**config.mk**
```make
export PLATFORM = sky130hd
export DESIGN_NAME = systolic_mm_stream_loader
export DESIGN_NICKNAME = d
export VERILOG_FILES = /design/src/rtl/systolic_mm_stream_loader_pkg.sv /design/src/rtl/systolic_mm_stream_loader_serializer.sv /design/src/rtl/systolic_mm_stream_loader.sv
export SDC_FILE = /design/constraint.sdc
export NUM_CORES = 1
export LEC_CHECK = 0
export BUFFER_PORTS_ARGS = -buffer_cell sky130_fd_sc_hd__buf_2
export CORE_UTILIZATION = 30
export DETAILED_ROUTE_END_ITERATION = 8
export GPL_ROUTABILITY_DRIVEN = 0
export PLACE_DENSITY = 0.49
export SYNTH_ARGS = -nofsm -noshare
export SYNTH_HDL_FRONTEND = slang
export SYNTH_SLANG_ARGS = --single-unit
```
**constraint.sdc**
```tcl
create_clock -name clock -period 7 [get_ports clock]
set_input_delay 0.35 -clock clock [delete_from_list [all_inputs] [get_ports clock]]
set_output_delay 0.35 -clock clock [all_outputs]
set_load 0.01 [all_outputs]
```
**src/rtl/systolic_mm_stream_loader_pkg.sv**
```systemverilog
// Shared types and width helpers for the systolic matrix-multiplier loader.
//   loader_state_t : sequencer states, in visiting order
//   idx_width()    : width of the row-major element index for an order-N matrix
//   cnt_width()    : width of a counter that must hold the value 'cycles'
// Both helpers return at least 1 so that degenerate parameter values still
// produce legal vector widths.
package systolic_pkg;

   typedef enum logic [2:0] {
      LOAD_A,
      LOAD_B,
      CLEAR,
      COMPUTE,
      DRAIN
   } loader_state_t;

   function automatic int idx_width(input int size);
      return ($clog2(size * size) < 1) ? 1 : $clog2(size * size);
   endfunction

   function automatic int cnt_width(input int cycles);
      return ($clog2(cycles + 1) < 1) ? 1 : $clog2(cycles + 1);
   endfunction

endpackage

```
**src/rtl/systolic_mm_stream_loader_serializer.sv**
```systemverilog
// mm_result_serializer
//   Holds the captured product matrix and presents it one element at a time,
//   row-major, on a valid/ready stream.
// Ports
//   clock, nreset  : clock and synchronous active-low reset
//   capture        : register prod into the result store this cycle
//   drain_en       : sequencer is in its drain phase (drives out_valid)
//   idx            : current row-major element index owned by the sequencer
//   prod           : product matrix from the array
//   out_ready      : downstream accepts the presented element
//   out_valid      : element valid
//   out_data       : element value, registered so it holds outside drain
//   out_last       : high with the final element
module mm_result_serializer
   import systolic_pkg::*;
#(
   parameter int WIDTH = 16,
   parameter int SIZE  = 3,
   parameter int IDX_W = 4
) (
   input  logic             clock,
   input  logic             nreset,
   input  logic             capture,
   input  logic             drain_en,
   input  logic [IDX_W-1:0] idx,
   input  logic [WIDTH-1:0] prod [SIZE][SIZE],
   input  logic             out_ready,
   output logic             out_valid,
   output logic [WIDTH-1:0] out_data,
   output logic             out_last
);

   localparam int NELEM = SIZE * SIZE;

   logic [WIDTH-1:0] result_reg [NELEM];
   logic [WIDTH-1:0] data_reg;
   logic [WIDTH-1:0] data_next;
   logic [IDX_W-1:0] idx_inc;
   logic             last_w;

   assign idx_inc   = idx + 1'b1;
   assign last_w    = (idx == IDX_W'(NELEM - 1));
   assign out_valid = drain_en;
   assign out_last  = drain_en && last_w;
   assign out_data  = data_reg;

   always_ff @(posedge clock) begin
      if (!nreset) begin
         for (int e = 0; e < NELEM; e++) begin
            result_reg[e] <= '0;
         end
      end else if (capture) begin
         for (int e = 0; e < NELEM; e++) begin
            result_reg[e] <= prod[e / SIZE][e % SIZE];
         end
      end
   end

   // out_data is registered one element ahead: the first element is taken
   // straight from prod on capture, and each accepted non-final element
   // preloads its successor. After the final handshake the value is simply
   // held, which keeps out_data stable outside the drain phase.
   always_comb begin
      data_next = data_reg;
      if (capture) begin
         data_next = prod[0][0];
      end else if (drain_en && out_ready && !last_w) begin
         data_next = result_reg[idx_inc];
      end
   end

   always_ff @(posedge clock) begin
      if (!nreset) begin
         data_reg <= '0;
      end else begin
         data_reg <= data_next;
      end
   end

endmodule

```
**src/rtl/systolic_mm_stream_loader.sv**
```systemverilog
// systolic_mm_stream_loader
//   Sequencer around a systolic matrix multiplier: loads A then B from an
//   operand stream, restarts the array, waits a fixed compute window,
//   captures the product and streams it out row-major.
// Ports
//   clock, nreset        : clock and synchronous active-low reset
//   in_valid/in_ready    : operand stream handshake; in_data is row-major, A then B
//   a_matrix, b_matrix   : registered operand drive to the array
//   array_nreset         : active-low array restart
//   prod                 : product matrix from the array
//   out_valid/out_ready  : result stream handshake
//   out_data, out_last   : result element and final-element flag
//   busy                 : high whenever the loader is not waiting for A
module systolic_mm_stream_loader
   import systolic_pkg::*;
#(
   parameter int WIDTH          = 16,
   parameter int SIZE           = 3,
   parameter int WIDTHx         = 4,
   parameter int COMPUTE_CYCLES = 10
) (
   input  logic              clock,
   input  logic              nreset,
   input  logic              in_valid,
   output logic              in_ready,
   input  logic [WIDTHx-1:0] in_data,
   output logic [WIDTHx-1:0] a_matrix [SIZE][SIZE],
   output logic [WIDTHx-1:0] b_matrix [SIZE][SIZE],
   output logic              array_nreset,
   input  logic [WIDTH-1:0]  prod [SIZE][SIZE],
   output logic              out_valid,
   input  logic              out_ready,
   output logic [WIDTH-1:0]  out_data,
   output logic              out_last,
   output logic              busy
);

   localparam int NELEM = SIZE * SIZE;
   localparam int IDX_W = idx_width(SIZE);
   localparam int CNT_W = cnt_width(COMPUTE_CYCLES);

   loader_state_t    state_reg, state_next;
   logic [IDX_W-1:0] idx_reg, idx_next;
   logic [CNT_W-1:0] cnt_reg, cnt_next;
   logic             in_hs;
   logic             out_hs;
   logic             idx_last;
   logic             capture;
   logic             drain_en;

   assign in_ready     = (state_reg == LOAD_A) || (state_reg == LOAD_B);
   assign in_hs        = in_valid && in_ready;
   assign out_hs       = out_valid && out_ready;
   assign idx_last     = (idx_reg == IDX_W'(NELEM - 1));
   assign drain_en     = (state_reg == DRAIN);
   assign busy         = (state_reg != LOAD_A);
   // Combining with nreset keeps the array in reset whenever the loader is.
   assign array_nreset = nreset && (state_reg != CLEAR);

   always_comb begin
      state_next = state_reg;
      idx_next   = idx_reg;
      cnt_next   = cnt_reg;
      capture    = 1'b0;
      case (state_reg)
         LOAD_A: begin
            if (in_hs) begin
               if (idx_last) begin
                  idx_next   = '0;
                  state_next = LOAD_B;
               end else begin
                  idx_next = idx_reg + 1'b1;
               end
            end
         end
         LOAD_B: begin
            if (in_hs) begin
               if (idx_last) begin
                  idx_next   = '0;
                  state_next = CLEAR;
               end else begin
                  idx_next = idx_reg + 1'b1;
               end
            end
         end
         CLEAR: begin
            cnt_next   = '0;
            state_next = COMPUTE;
         end
         COMPUTE: begin
            if (cnt_reg == CNT_W'(COMPUTE_CYCLES - 1)) begin
               capture    = 1'b1;
               state_next = DRAIN;
            end else begin
               cnt_next = cnt_reg + 1'b1;
            end
         end
         DRAIN: begin
            if (out_hs) begin
               if (idx_last) begin
                  idx_next   = '0;
                  state_next = LOAD_A;
               end else begin
                  idx_next = idx_reg + 1'b1;
               end
            end
         end
         default: begin
            state_next = LOAD_A;
            idx_next   = '0;
            cnt_next   = '0;
         end
      endcase
   end

   always_ff @(posedge clock) begin
      if (!nreset) begin
         state_reg <= LOAD_A;
         idx_reg   <= '0;
         cnt_reg   <= '0;
      end else begin
         state_reg <= state_next;
         idx_reg   <= idx_next;
         cnt_reg   <= cnt_next;
      end
   end

   // Operand stores: only written by a handshake in their own load state,
   // so they stay frozen through CLEAR, COMPUTE and DRAIN.
   always_ff @(posedge clock) begin
      if (!nreset) begin
         for (int r = 0; r < SIZE; r++) begin
            for (int c = 0; c < SIZE; c++) begin
               a_matrix[r][c] <= '0;
               b_matrix[r][c] <= '0;
            end
         end
      end else if (in_hs) begin
         for (int r = 0; r < SIZE; r++) begin
            for (int c = 0; c < SIZE; c++) begin
               if (idx_reg == IDX_W'(r * SIZE + c)) begin
                  if (state_reg == LOAD_A) begin
                     a_matrix[r][c] <= in_data;
                  end else begin
                     b_matrix[r][c] <= in_data;
                  end
               end
            end
         end
      end
   end

   mm_result_serializer #(
      .WIDTH (WIDTH),
      .SIZE  (SIZE),
      .IDX_W (IDX_W)
   ) u_serializer (
      .clock     (clock),
      .nreset    (nreset),
      .capture   (capture),
      .drain_en  (drain_en),
      .idx       (idx_reg),
      .prod      (prod),
      .out_ready (out_ready),
      .out_valid (out_valid),
      .out_data  (out_data),
      .out_last  (out_last)
   );

endmodule

```
==> results.cfg <==
[finish]
post-route-util_pct = 37.8
final_cell_mix = buf_2, and3_1, edfxtp_1
drive_gt1_share_pct = 32.0
n_fill_cell = 3461
area_growth_syn_to_layout_pct = 22.6
final_cell_area_sq_um = 13200
final_common_cell = buf_2
largest_reg_flops = 144
nNetsFinal = 1200

[global_route]
grt_pass1_vias = 7361
grt_pass1_wl_microns = 45200
grt_max_degree = 129
antenna_found_initial = 1
grt_use_total_pct = 16.3
grt-ovfl-total = 0

[detailed_routing]
vias_per_cell = 4.86
finalWirelength_microns = 30100
routed-via-count = 7398
drc = 0
dr.pass1.iters = 4
wl_per_cell_microns = 19.8
drt-initial-drc-count = 510
antenna_left = 0

[power]
vdd_drop_max_uv = 181
power.leakage_nw = 5.96
power_density_nw_per_um2 = 243

[critical_path]
worst-path-buf-inv = 1
crit_path_cell_trace = nand3b_1 -> nand2b_1 -> nand2_4 -> buf_4
critPathTopFamily = simple AND/OR/NAND/NOR gates
worst_ep_arrival_time_ps = 3950
crit_path_max_incr_delay_ps = 960
cp-startpoint = state_reg[0]$_SDFFE_PN0P_
required_ps = 7180
endpoint_kind = flop
rr_startpoint = state_reg[0]$_SDFFE_PN0P_
crit_path_start_kind = flop
critPathMaxFanout = 80
regToRegSetupSlack_ps = 3240
critPathSlowestCell = nand2_4
worstSetupPathType = flop to flop

[floorplanning]
core_sq_um = 34900
die_w_microns = 191
die-area_sq_um = 36600
dieHeight_microns = 191
ios = 245
num_rows = 68
initial_core_util_pct = 30.8

[synth]
netlist_instances = 838
synth-xor-area-share_pct = 0.629
async_flop_share_pct = 0
synth_edf_count = 144
synth_adder_area_share_pct = 0.699
yosysUniqueCellTypes = 51
synthMuxAreaShare_pct = 14.0
ys_warn_count = 0
synth_top_family_by_area = simple AND/OR/NAND/NOR gates
yosys.area_share.simple_pct = 19.0
synth-main-ff-cell = edfxtp_1
synth-compound-area-share_pct = 3.51
seq_area_frac_synth_pct = 58.7
mappedNetlistNets = 996
synth_area_sq_um = 10700
ys_seq_elements = 243
syn_area_per_cell_sq_um = 12.8

[clock_network]
cts_resized = 0
cts_root_buffer = clkbuf_16
clkLatencyLatePin_ps = 560
postCtsSetupBuffers = 0
hold_buffers = 0
numCtsBuffers = 28
cts_buffer_depth = 3
cts_tree = built
clkSinkCount = 243
clk_pin_slew_ps = 60
h-tree-depth = 1

[timing]
clock_skew_ps = 30.9
tns_ps = 0
drv_slew = 0
rsz0062_at_grt = no
setup_viol = 0
max_freq_mhz = 266
slew-limit-headroom_pct = 23.4
period_share_pct = 53.8
worstMarginPinSlew_ps = 1150
hold_viol = 0
period_needed_ps = 3760

[placed_design]
postPlaceCellArea_sq_um = 12300
port_buffers = 244
dp_hpwl_microns = 20400

[outcome]
status = finished clean

[hold_path]
min-delay-start = prod[91]
worstHoldPathType = input pin to flop

[job]
drv_cap = 0
## report_power, final
part           switching, mW  internal, mW  total [mW]
Sequential            0.0152          1.56        1.57
Clock                  0.576         0.825        1.40
Combinational          0.125         0.101       0.226
## layer usage
metal | wire (microns) | track usage (%)
met3 | 1600 | 2.55
met4 | 574 | 4.21
met2 | 13400 | 24.6
met5 | 0 | 0
met1 | 14500 | 24.3
## cell type report
cell class / instances / area [sq um] / share of cell area (%)
flip-flops and latches: 243 / 6310 / 47.9
multi-input cells: 510 / 4100 / 31.1
repair buffers: 250 / 1270 / 9.63
clock buffers: 40 / 797 / 6.05
well taps: 455 / 569 / 4.32
clock inverters: 12 / 90.1 / 0.684
inverters: 9 / 33.8 / 0.257
diodes: 2 / 5.00 / 0.0380
## synth_stat cells (4+ instances only)
cell type | n | share of area [%]
a2111oi_0 | 8 | 0.65
a2111oi_2 | 4 | 0.56
a211oi_1 | 4 | 0.28
a21oi_1 | 5 | 0.23
and3_1 | 146 | 8.5
buf_2 | 11 | 0.51
clkbuf_1 | 60 | 2.1
dfxtp_1 | 99 | 18
edfxtp_1 | 144 | 40
ha_1 | 6 | 0.70
inv_1 | 7 | 0.24
mux2i_1 | 76 | 7.1
mux4_2 | 32 | 6.7
nand2_1 | 6 | 0.21
nand3_1 | 18 | 0.84
nand3b_1 | 4 | 0.28
nor2_1 | 18 | 0.63
nor2b_1 | 83 | 4.8
nor3_1 | 31 | 1.4
nor4_1 | 13 | 0.76
o21ai_0 | 14 | 0.65
## metrics by stage
step / hold WS (ps) / power [mW] / setup slack, ps / instances
finish: 102 / 3.20 / 3240 / 1521
detailed placement: 484 / 1.83 / 3080 / 1467
global placement: 474 / 1.83 / 3190 / 1467
CTS: 78.4 / 3.25 / 3100 / 1519
global route: 86.2 / 3.32 / 2900 / 1519
floorplan: 511 / 1.73 / 2220 / 838
## logic make-up (layout without fill, tap and decap cells)
group | Yosys count | count (layout)
other cells | 0 | 2
simple gates | 338 | 338
compound gates | 50 | 50
flops | 243 | 243
fa+ha+maj | 6 | 6
xor+xnor | 6 | 6
buf+inv | 85 | 311
mux | 110 | 110
## path summary, 6_finish.rpt
| path | to | cells after the start |
|---|---|---|
| min | u_serializer.result_reg[3][11]$_SDFFCE_PN0P_ | 2 |
| max reg2reg | u_serializer.result_reg[4][5]$_SDFFCE_PN0P_ | 4 |
| max | u_serializer.result_reg[4][5]$_SDFFCE_PN0P_ | 4 |
| min reg2reg | a_matrix[6]$_SDFFE_PN0P_ | 2 |
## worst register-to-register path: stages, from the launching register on
cell      delay [ps]
dfxtp_1          640
nand3b_1         330
nand2b_1         590
nand2_4          960
buf_4            860
No activity file was read; power rests on OpenSTA's default activity.
